$ cat config.mk
export PLATFORM = sky130hd
export DESIGN_NAME = sma_window_ctrl_flat
export DESIGN_NICKNAME = d
export VERILOG_FILES = /design/src/rtl/sma_ctrl_pkg.sv /design/src/rtl/sma_window_ctrl_if.sv /design/src/rtl/sma_ctrl_lat_pipe.sv /design/src/rtl/sma_window_ctrl.sv /design/src/flat_wrapper.sv
export SDC_FILE = /design/constraint.sdc
export NUM_CORES = 1
export LEC_CHECK = 0
export ABC_AREA = 0
export BUFFER_PORTS_ARGS = -buffer_cell sky130_fd_sc_hd__buf_2
export CORE_AREA = 8 8 115 117
export CTS_BUF_LIST = sky130_fd_sc_hd__clkbuf_4 sky130_fd_sc_hd__clkbuf_8
export DETAILED_ROUTE_END_ITERATION = 8
export DIE_AREA = 0 0 123 125
export PLACE_DENSITY = 0.83
export SLEW_MARGIN = 20
export SYNTH_ARGS = -nofsm -noshare
export SYNTH_HDL_FRONTEND = slang
export SYNTH_SLANG_ARGS = --single-unit
$ cat constraint.sdc
create_clock -name i_clk -period 3.4 [get_ports i_clk]
set_input_delay 0.51 -clock i_clk [delete_from_list [all_inputs] [get_ports i_clk]]
set_output_delay 0.51 -clock i_clk [all_outputs]
set_load 0.05 [all_outputs]
$ cat src/rtl/sma_ctrl_pkg.sv
// sma_ctrl_pkg: shared types and helpers for the moving-average sequencing
// controller (sma_window_ctrl and its latency pipe).
package sma_ctrl_pkg;

  // Largest window select the core supports (N = 2^13 = 8192).
  localparam int unsigned SMA_MAX_SEL = 13;

  typedef enum logic [1:0] {
    ST_FLUSH = 2'd0,
    ST_FILL  = 2'd1,
    ST_RUN   = 2'd2
  } sma_state_e;

  // Unsigned clamp of a requested window select to the supported maximum.
  function automatic logic [31:0] clamp_sel(input logic [31:0] req,
                                            input logic [31:0] max_sel);
    return (req > max_sel) ? max_sel : req;
  endfunction

endpackage

$ cat src/rtl/sma_window_ctrl_if.sv
// sma_window_ctrl_if: sample path, window request, core-side signals and
// averaged result of the moving-average sequencing controller.
// slave  = controller side, master = upstream/core/downstream side.
interface sma_window_ctrl_if #(
  parameter int unsigned DATA_W = 32
);
  logic              i_data_vld;
  logic [DATA_W-1:0] i_data;
  logic [31:0]       i_window_req;
  logic              o_sma_strobe;
  logic [DATA_W-1:0] o_sma_data;
  logic [31:0]       o_sma_window_sel;
  logic              o_sma_clr;
  logic [DATA_W-1:0] i_sma_data;
  logic [DATA_W-1:0] o_data;
  logic              o_data_vld;
  logic              o_settling;
  logic [15:0]       o_drop_cnt;

  modport slave (
    input  i_data_vld, i_data, i_window_req, i_sma_data,
    output o_sma_strobe, o_sma_data, o_sma_window_sel, o_sma_clr,
           o_data, o_data_vld, o_settling, o_drop_cnt
  );

  modport master (
    output i_data_vld, i_data, i_window_req, i_sma_data,
    input  o_sma_strobe, o_sma_data, o_sma_window_sel, o_sma_clr,
           o_data, o_data_vld, o_settling, o_drop_cnt
  );
endinterface

$ cat src/rtl/sma_ctrl_lat_pipe.sv
// sma_ctrl_lat_pipe: SMA_LAT-deep shift register of "this strobe completes a
// full window" tags. The last stage becomes the capture enable for the
// averaged output register. A kill wipes every stage (including the tag
// arriving in the same cycle) so results of an abandoned window never
// surface, and also masks a capture that would otherwise happen that cycle.
module sma_ctrl_lat_pipe #(
  parameter int unsigned SMA_LAT = 2
) (
  input  logic i_clk,
  input  logic i_rst,
  input  logic i_kill,
  input  logic i_tag,
  output logic o_cap_en
);

  logic [SMA_LAT-1:0] tag_q;

  // Tag shift register with synchronous reset and kill.
  always_ff @(posedge i_clk) begin
    if (i_rst || i_kill) begin
      tag_q <= '0;
    end else begin
      tag_q[0] <= i_tag;
      for (int i = 1; i < int'(SMA_LAT); i++) begin
        tag_q[i] <= tag_q[i-1];
      end
    end
  end

  assign o_cap_en = tag_q[SMA_LAT-1] & ~i_kill;

endmodule

$ cat src/rtl/sma_window_ctrl.sv
// sma_window_ctrl: sequencing controller for the moving-average core.
// Registers samples into the core, issues its update strobe, applies window
// changes only after flushing the core, and flags outputs that cover a full
// window of the active size.
// Optional feature: define SMA_CTRL_DROP_CNT_EN to build the saturating
// counter of samples dropped during FLUSH (otherwise o_drop_cnt is 0).
//
// state    | meaning
// ---------+-------------------------------------------------------------
// ST_FLUSH | core held in clear for FLUSH_CYCLES, samples dropped
// ST_FILL  | strobing samples until 2^active_sel have entered the core
// ST_RUN   | full window present, every strobe yields a valid average
module sma_window_ctrl
  import sma_ctrl_pkg::*;
#(
  parameter int unsigned DATA_W       = 32,
  parameter int unsigned MAX_SEL      = SMA_MAX_SEL,
  parameter int unsigned DEFAULT_SEL  = 2,
  parameter int unsigned SMA_LAT      = 2,
  parameter int unsigned FLUSH_CYCLES = 2
) (
  input  logic             i_clk,
  input  logic             i_rst,
  sma_window_ctrl_if.slave bus
);

  localparam int unsigned     FC_W     = (FLUSH_CYCLES > 1) ? $clog2(FLUSH_CYCLES) : 1;
  localparam logic [FC_W-1:0] FLUSH_LD = FC_W'(FLUSH_CYCLES - 1);
  localparam int unsigned     FILL_W   = MAX_SEL + 1;

  sma_state_e        state, state_nxt;
  logic [31:0]       active_sel, sel_nxt, req_c;
  logic [FC_W-1:0]   flush_cnt, flush_nxt;
  logic [FILL_W-1:0] fill_cnt, fill_nxt, fill_inc, fill_target;
  logic              change, strobe_c, tag_c, kill, cap_en;

  logic              strobe_q, clr_q, settling_q, data_vld_q;
  logic [DATA_W-1:0] sma_data_q, data_q;

  assign req_c       = clamp_sel(bus.i_window_req, MAX_SEL);
  assign change      = (req_c != active_sel);
  assign fill_target = FILL_W'(1) << active_sel;
  assign fill_inc    = fill_cnt + FILL_W'(1);

  // Pipe is cleared on the cycle the FSM commits to FLUSH.
  assign kill = (state_nxt == ST_FLUSH) && (state != ST_FLUSH);

  // State, active select, flush timer and fill count registers.
  always_ff @(posedge i_clk) begin
    if (i_rst) begin
      state      <= ST_FLUSH;
      active_sel <= DEFAULT_SEL;
      flush_cnt  <= FLUSH_LD;
      fill_cnt   <= '0;
    end else begin
      state      <= state_nxt;
      active_sel <= sel_nxt;
      flush_cnt  <= flush_nxt;
      fill_cnt   <= fill_nxt;
    end
  end

  // Next-state, strobe and tag decisions.
  always_comb begin
    state_nxt = state;
    sel_nxt   = active_sel;
    flush_nxt = flush_cnt;
    fill_nxt  = fill_cnt;
    strobe_c  = 1'b0;
    tag_c     = 1'b0;
    case (state)
      ST_FLUSH: begin
        if (change) begin
          sel_nxt   = req_c;
          flush_nxt = FLUSH_LD;
        end else if (flush_cnt == '0) begin
          state_nxt = ST_FILL;
          fill_nxt  = '0;
        end else begin
          flush_nxt = flush_cnt - FC_W'(1);
        end
      end
      ST_FILL: begin
        if (bus.i_data_vld) begin
          strobe_c = 1'b1;
          fill_nxt = fill_inc;
          if (fill_inc == fill_target) begin
            tag_c     = 1'b1;
            state_nxt = ST_RUN;
          end
        end
        // A sample arriving with the change is still strobed; its tag dies
        // with the pipe kill.
        if (change) begin
          state_nxt = ST_FLUSH;
          sel_nxt   = req_c;
          flush_nxt = FLUSH_LD;
        end
      end
      ST_RUN: begin
        if (bus.i_data_vld) begin
          strobe_c = 1'b1;
          tag_c    = 1'b1;
        end
        if (change) begin
          state_nxt = ST_FLUSH;
          sel_nxt   = req_c;
          flush_nxt = FLUSH_LD;
        end
      end
      default: begin
        state_nxt = ST_FLUSH;
        flush_nxt = FLUSH_LD;
      end
    endcase
  end

  // Registered core-side outputs and status flags.
  always_ff @(posedge i_clk) begin
    if (i_rst) begin
      strobe_q   <= 1'b0;
      sma_data_q <= '0;
      clr_q      <= 1'b1;
      settling_q <= 1'b1;
    end else begin
      strobe_q   <= strobe_c;
      if (strobe_c) begin
        sma_data_q <= bus.i_data;
      end
      clr_q      <= (state_nxt == ST_FLUSH);
      settling_q <= (state_nxt != ST_RUN);
    end
  end

  sma_ctrl_lat_pipe #(
    .SMA_LAT (SMA_LAT)
  ) u_lat_pipe (
    .i_clk    (i_clk),
    .i_rst    (i_rst),
    .i_kill   (kill),
    .i_tag    (tag_c),
    .o_cap_en (cap_en)
  );

  // Full-window result register: the core output presented in the cycle
  // before capture lands here SMA_LAT cycles after its strobe.
  always_ff @(posedge i_clk) begin
    if (i_rst) begin
      data_q     <= '0;
      data_vld_q <= 1'b0;
    end else begin
      data_vld_q <= cap_en;
      if (cap_en) begin
        data_q <= bus.i_sma_data;
      end
    end
  end

`ifdef SMA_CTRL_DROP_CNT_EN
  logic        drop_c;
  logic [15:0] drop_cnt;

  assign drop_c = bus.i_data_vld && (state == ST_FLUSH);

  // Saturating count of samples discarded while the core is flushed.
  always_ff @(posedge i_clk) begin
    if (i_rst) begin
      drop_cnt <= '0;
    end else if (drop_c && (drop_cnt != 16'hFFFF)) begin
      drop_cnt <= drop_cnt + 16'd1;
    end
  end

  assign bus.o_drop_cnt = drop_cnt;
`else
  assign bus.o_drop_cnt = '0;
`endif

  assign bus.o_sma_strobe     = strobe_q;
  assign bus.o_sma_data       = sma_data_q;
  assign bus.o_sma_window_sel = active_sel;
  assign bus.o_sma_clr        = clr_q;
  assign bus.o_data           = data_q;
  assign bus.o_data_vld       = data_vld_q;
  assign bus.o_settling       = settling_q;

endmodule

$ cat src/flat_wrapper.sv
// flat-port wrapper written by rule: the top's interface ports become plain ports
module sma_window_ctrl_flat import sma_ctrl_pkg::*;
#(
  parameter int unsigned DATA_W       = 32,
  parameter int unsigned MAX_SEL      = SMA_MAX_SEL,
  parameter int unsigned DEFAULT_SEL  = 2,
  parameter int unsigned SMA_LAT      = 2,
  parameter int unsigned FLUSH_CYCLES = 2
)
  (i_clk, i_rst, bus_i_data_vld, bus_i_data, bus_i_window_req, bus_i_sma_data, bus_o_sma_strobe, bus_o_sma_data, bus_o_sma_window_sel, bus_o_sma_clr, bus_o_data, bus_o_data_vld, bus_o_settling, bus_o_drop_cnt);
  sma_window_ctrl_if #(.DATA_W(DATA_W)) bus_i ();
  input  logic i_clk;
  input  logic i_rst;
  input wire logic [$bits(bus_i.i_data_vld)-1:0] bus_i_data_vld;
  input wire logic [$bits(bus_i.i_data)-1:0] bus_i_data;
  input wire logic [$bits(bus_i.i_window_req)-1:0] bus_i_window_req;
  input wire logic [$bits(bus_i.i_sma_data)-1:0] bus_i_sma_data;
  output wire logic [$bits(bus_i.o_sma_strobe)-1:0] bus_o_sma_strobe;
  output wire logic [$bits(bus_i.o_sma_data)-1:0] bus_o_sma_data;
  output wire logic [$bits(bus_i.o_sma_window_sel)-1:0] bus_o_sma_window_sel;
  output wire logic [$bits(bus_i.o_sma_clr)-1:0] bus_o_sma_clr;
  output wire logic [$bits(bus_i.o_data)-1:0] bus_o_data;
  output wire logic [$bits(bus_i.o_data_vld)-1:0] bus_o_data_vld;
  output wire logic [$bits(bus_i.o_settling)-1:0] bus_o_settling;
  output wire logic [$bits(bus_i.o_drop_cnt)-1:0] bus_o_drop_cnt;
  assign bus_i.i_data_vld = bus_i_data_vld;
  assign bus_i.i_data = bus_i_data;
  assign bus_i.i_window_req = bus_i_window_req;
  assign bus_i.i_sma_data = bus_i_sma_data;
  assign bus_o_sma_strobe = bus_i.o_sma_strobe;
  assign bus_o_sma_data = bus_i.o_sma_data;
  assign bus_o_sma_window_sel = bus_i.o_sma_window_sel;
  assign bus_o_sma_clr = bus_i.o_sma_clr;
  assign bus_o_data = bus_i.o_data;
  assign bus_o_data_vld = bus_i.o_data_vld;
  assign bus_o_settling = bus_i.o_settling;
  assign bus_o_drop_cnt = bus_i.o_drop_cnt;
  sma_window_ctrl #(.DATA_W(DATA_W), .MAX_SEL(MAX_SEL), .DEFAULT_SEL(DEFAULT_SEL), .SMA_LAT(SMA_LAT), .FLUSH_CYCLES(FLUSH_CYCLES)) u_core (.i_clk(i_clk), .i_rst(i_rst), .bus(bus_i));
endmodule
==> impl_metrics.ini <==
[worst_setup_path]
path_class = register to register
cpMostUsedCell = mux2i_1
crit_fanout = 32
cp_top_family = multiplexers
path_buf_inv = 1
worstPathCellList = ha_2 -> nand3_4 -> mux2i_1 -> nand2_1 -> mux4_2 -> a31oi_1 -> and3_1 -> a41oi_2 -> o21ai_4 -> buf_12 -> mux2i_1
worstPathArrival_ps = 3460
slowest_delay_ps = 470
required_ps = 3760
critical_path.slowest_cell = dfxtp_1
worst_setup_path_end_kind = register
cp-start-kind = register

[timing]
tightest_slew_ps = 1050
worst_slack_ps = 297
fin_tns_setup_ps = 0
finalCriticalPeriod_ps = 3100
hold_viol = 0
fin_skew_ps = 7.89
setup_violations = 0
timing.final.crit_share = 0.913
drv_slew = 0
maxSlewHeadroom = 0.296
fmax_mhz = 322
rsz0062_at_grt = false

[place]
dp.cells = 972
numPortBuffers = 198
post-dp-hpwl_um = 11000
place.gp.congestion = 0.867
dp_slack_ps = 220

[routing]
viasPerCell = 5.15
drt-total-wl_um = 14800
wire_per_inst_um = 14.8
drtPass1Iterations = 5
drc = 0
drt_iter0_markers = 402
ant_nets = 0
routed-via-count = 5157

[yosys]
synth-compound-area-share = 0.106
ys_warn_count = 0
synth_xor_area_frac = 0.0231
synthCells = 654
synth_ff_type = dfxtp_1
async_flop_share = 0
ys_seq_area_frac = 0.418
synth-simple-area-share = 0.304
synth_mux_area_frac = 0.0714
synth-seq-cells = 119
synthAdderAreaFrac = 0.0110
yosysTopAreaCellShare = 0.418
synth.avg_cell_area_sq_um = 8.70
yosys.area.top_type = dfxtp_1
synth_edf_count = 0
syn_area_sq_mm = 0.00569
synth_area_leaders = dfxtp_1, nand2b_1, mux2i_1, nand2_1, a21oi_1
ys_types = 57
synth_top_family_by_area = simple AND/OR/NAND/NOR gates

[clock_tree]
tritoncts = built
cts_buffer_depth = 2
clkTransAtPathRegs_ps = 70
worstSkewPairLatency_ps = 430
cts_setup_buffers = 0
htree_num_levels = 4
cts_made_buffers = 17
clkSinkCount = 119
cts_resized = 0
cts-root-buf = clkbuf_8
cts_hold_buf = 0

[global_route]
antenna_found_initial = 0
grt_pass1_wl_um = 23300
grt_pass1_vias = 4888
grt_use_total = 0.186
grt_max_degree = 51
grt_overflow = 0

[run]
maxCapViolCount = 0

[power_and_ir_drop]
intPower_uw = 2150
power.total_uw = 2830
power_leakage_uw = 0.00304
comb_power_share = 0.073
clkPwrFrac = 0.432
seqPwrFrac = 0.495
p_per_area_mw_per_mm2 = 399
swShare = 0.240
p_switching_uw = 678
ir_worst_vdd_mv = 0.328

[layout]
drive_above_1_share = 0.309
diodes = 0
final_nets = 948
area_delta_synth_final_pct = 24.5
final_cells = 1001
fill_cells = 998

[floorplan]
die-area_sq_mm = 0.0154
core_area_sq_mm = 0.0116
fp.dieH_um = 125
initial_core_util = 0.490
pin_count = 215
die_x_um = 123
rows = 40

[outcome]
status = finished, final reports clean

[min_path]
hold_class = input port to register
-- worst min-delay path, cell delays in order --
cell,delay (ps)
buf_2,90
nand2_1,40
a21oi_1,50
-- Yosys cell counts, types with 4 or more instances --
cell / number
a21oi_1: 57
a31oi_1: 4
and2_1: 36
and3_1: 5
buf_2: 5
buf_4: 19
clkbuf_1: 29
dfxtp_1: 119
ha_1: 5
inv_1: 10
mux2i_1: 35
nand2_1: 82
nand2b_1: 71
nand3_1: 7
nand3b_1: 5
nand4_1: 10
nor2_1: 28
nor3_1: 16
nor4_1: 24
nor4_2: 6
o21ai_0: 16
or3_1: 6
xnor2_1: 10
xor2_1: 5
-- through the flow --
step | util | hold slack (ps) | area [sq um]
after floorplan | - | 412 | 5750
after global placement | 0.579 | 420 | 6720
after detailed placement | 0.579 | 443 | 6720
after CTS | 0.610 | 283 | 7090
after global routing | 0.610 | 297 | 7090
final | 0.610 | 304 | 7090
-- registers in the layout (all words and copies together), names as in the netlist --
register,cells
u_core.bus.o_sma_strobe,1
u_core.bus.o_data_vld,1
u_core.fill_cnt,14
u_core.bus.o_sma_window_sel,32
u_core.bus.o_sma_data,32
u_core.bus.o_data,32
u_core.flush_cnt,1
u_core.u_lat_pipe.tag_q,2
u_core.bus.o_sma_clr,1
u_core.state,2
u_core.bus.o_settling,1
-- power groups by stage --
stage / Sequential [uW] / Combinational, uW / Clock (uW)
floorplan: 1440 / 128 / 0
global placement: 1430 / 205 / 0
detailed placement: 1430 / 206 / 0
CTS: 1400 / 207 / 1240
global route: 1400 / 224 / 1310
finish: 1400 / 207 / 1220
-- cell families after synthesis --
logic type	after synthesis
AND/OR/NAND/NOR	310
flip-flops	119
AO/OA/AOI/OAI	99
buffers and inverters	66
multiplexers	39
XOR/XNOR	15
adder cells (fa/ha/maj)	5
other	1
-- cell usage in the layout (no fill, tap or decap), types with 7 or more instances in the layout --
master,n
buf_2,198
dfxtp_1,119
nand2_1,82
nand2b_1,71
a21oi_1,57
and2_1,36
mux2i_1,35
nor2_1,28
nor4_1,24
clkbuf_8,18
nor3_1,16
o21ai_0,16
conb_1,16
buf_4,12
inv_1,10
nand4_1,10
xnor2_1,10
nand3_1,7
-- layer usage --
layer / vias up / track usage / part of all wire
li1: 2602 / - / -
met1: 2341 / 0.215 / 0.42
met2: 190 / 0.309 / 0.48
met3: 24 / 0.0617 / 0.088
met4: 0 / 0.0751 / 0.018
met5: - / 0 / 0
-- cell type report --
cell class	count	area, sq um	share of cell area
Clock buffer	20	263	0.0371
Clock inverter	9	105	0.0148
Inverter	10	37.5	0.00530
Multi-Input combinational cell	484	3000	0.423
Sequential cell	119	2380	0.336
Tap cell	147	184	0.0259
Timing Repair Buffer	212	1120	0.158
-- path summary, 6_finish.rpt --
path / endpoint / cells past startpoint / from / slack, ps
hold / removal: u_core.bus.o_sma_data[20]$_SDFFE_PP0P_ / 3 / bus_i_data[20] / 300
hold reg to reg: u_core.bus.o_sma_data[11]$_SDFFE_PP0P_ / 2 / u_core.bus.o_sma_data[11]$_SDFFE_PP0P_ / 450
setup / recovery: u_core.bus.o_data[15]$_SDFFE_PP0P_ / 11 / u_core.fill_cnt[1]$_SDFFE_PP0P_ / 300
setup reg to reg: u_core.bus.o_data[15]$_SDFFE_PP0P_ / 11 / u_core.fill_cnt[1]$_SDFFE_PP0P_ / 300
(Power assumes the default switching activity.)
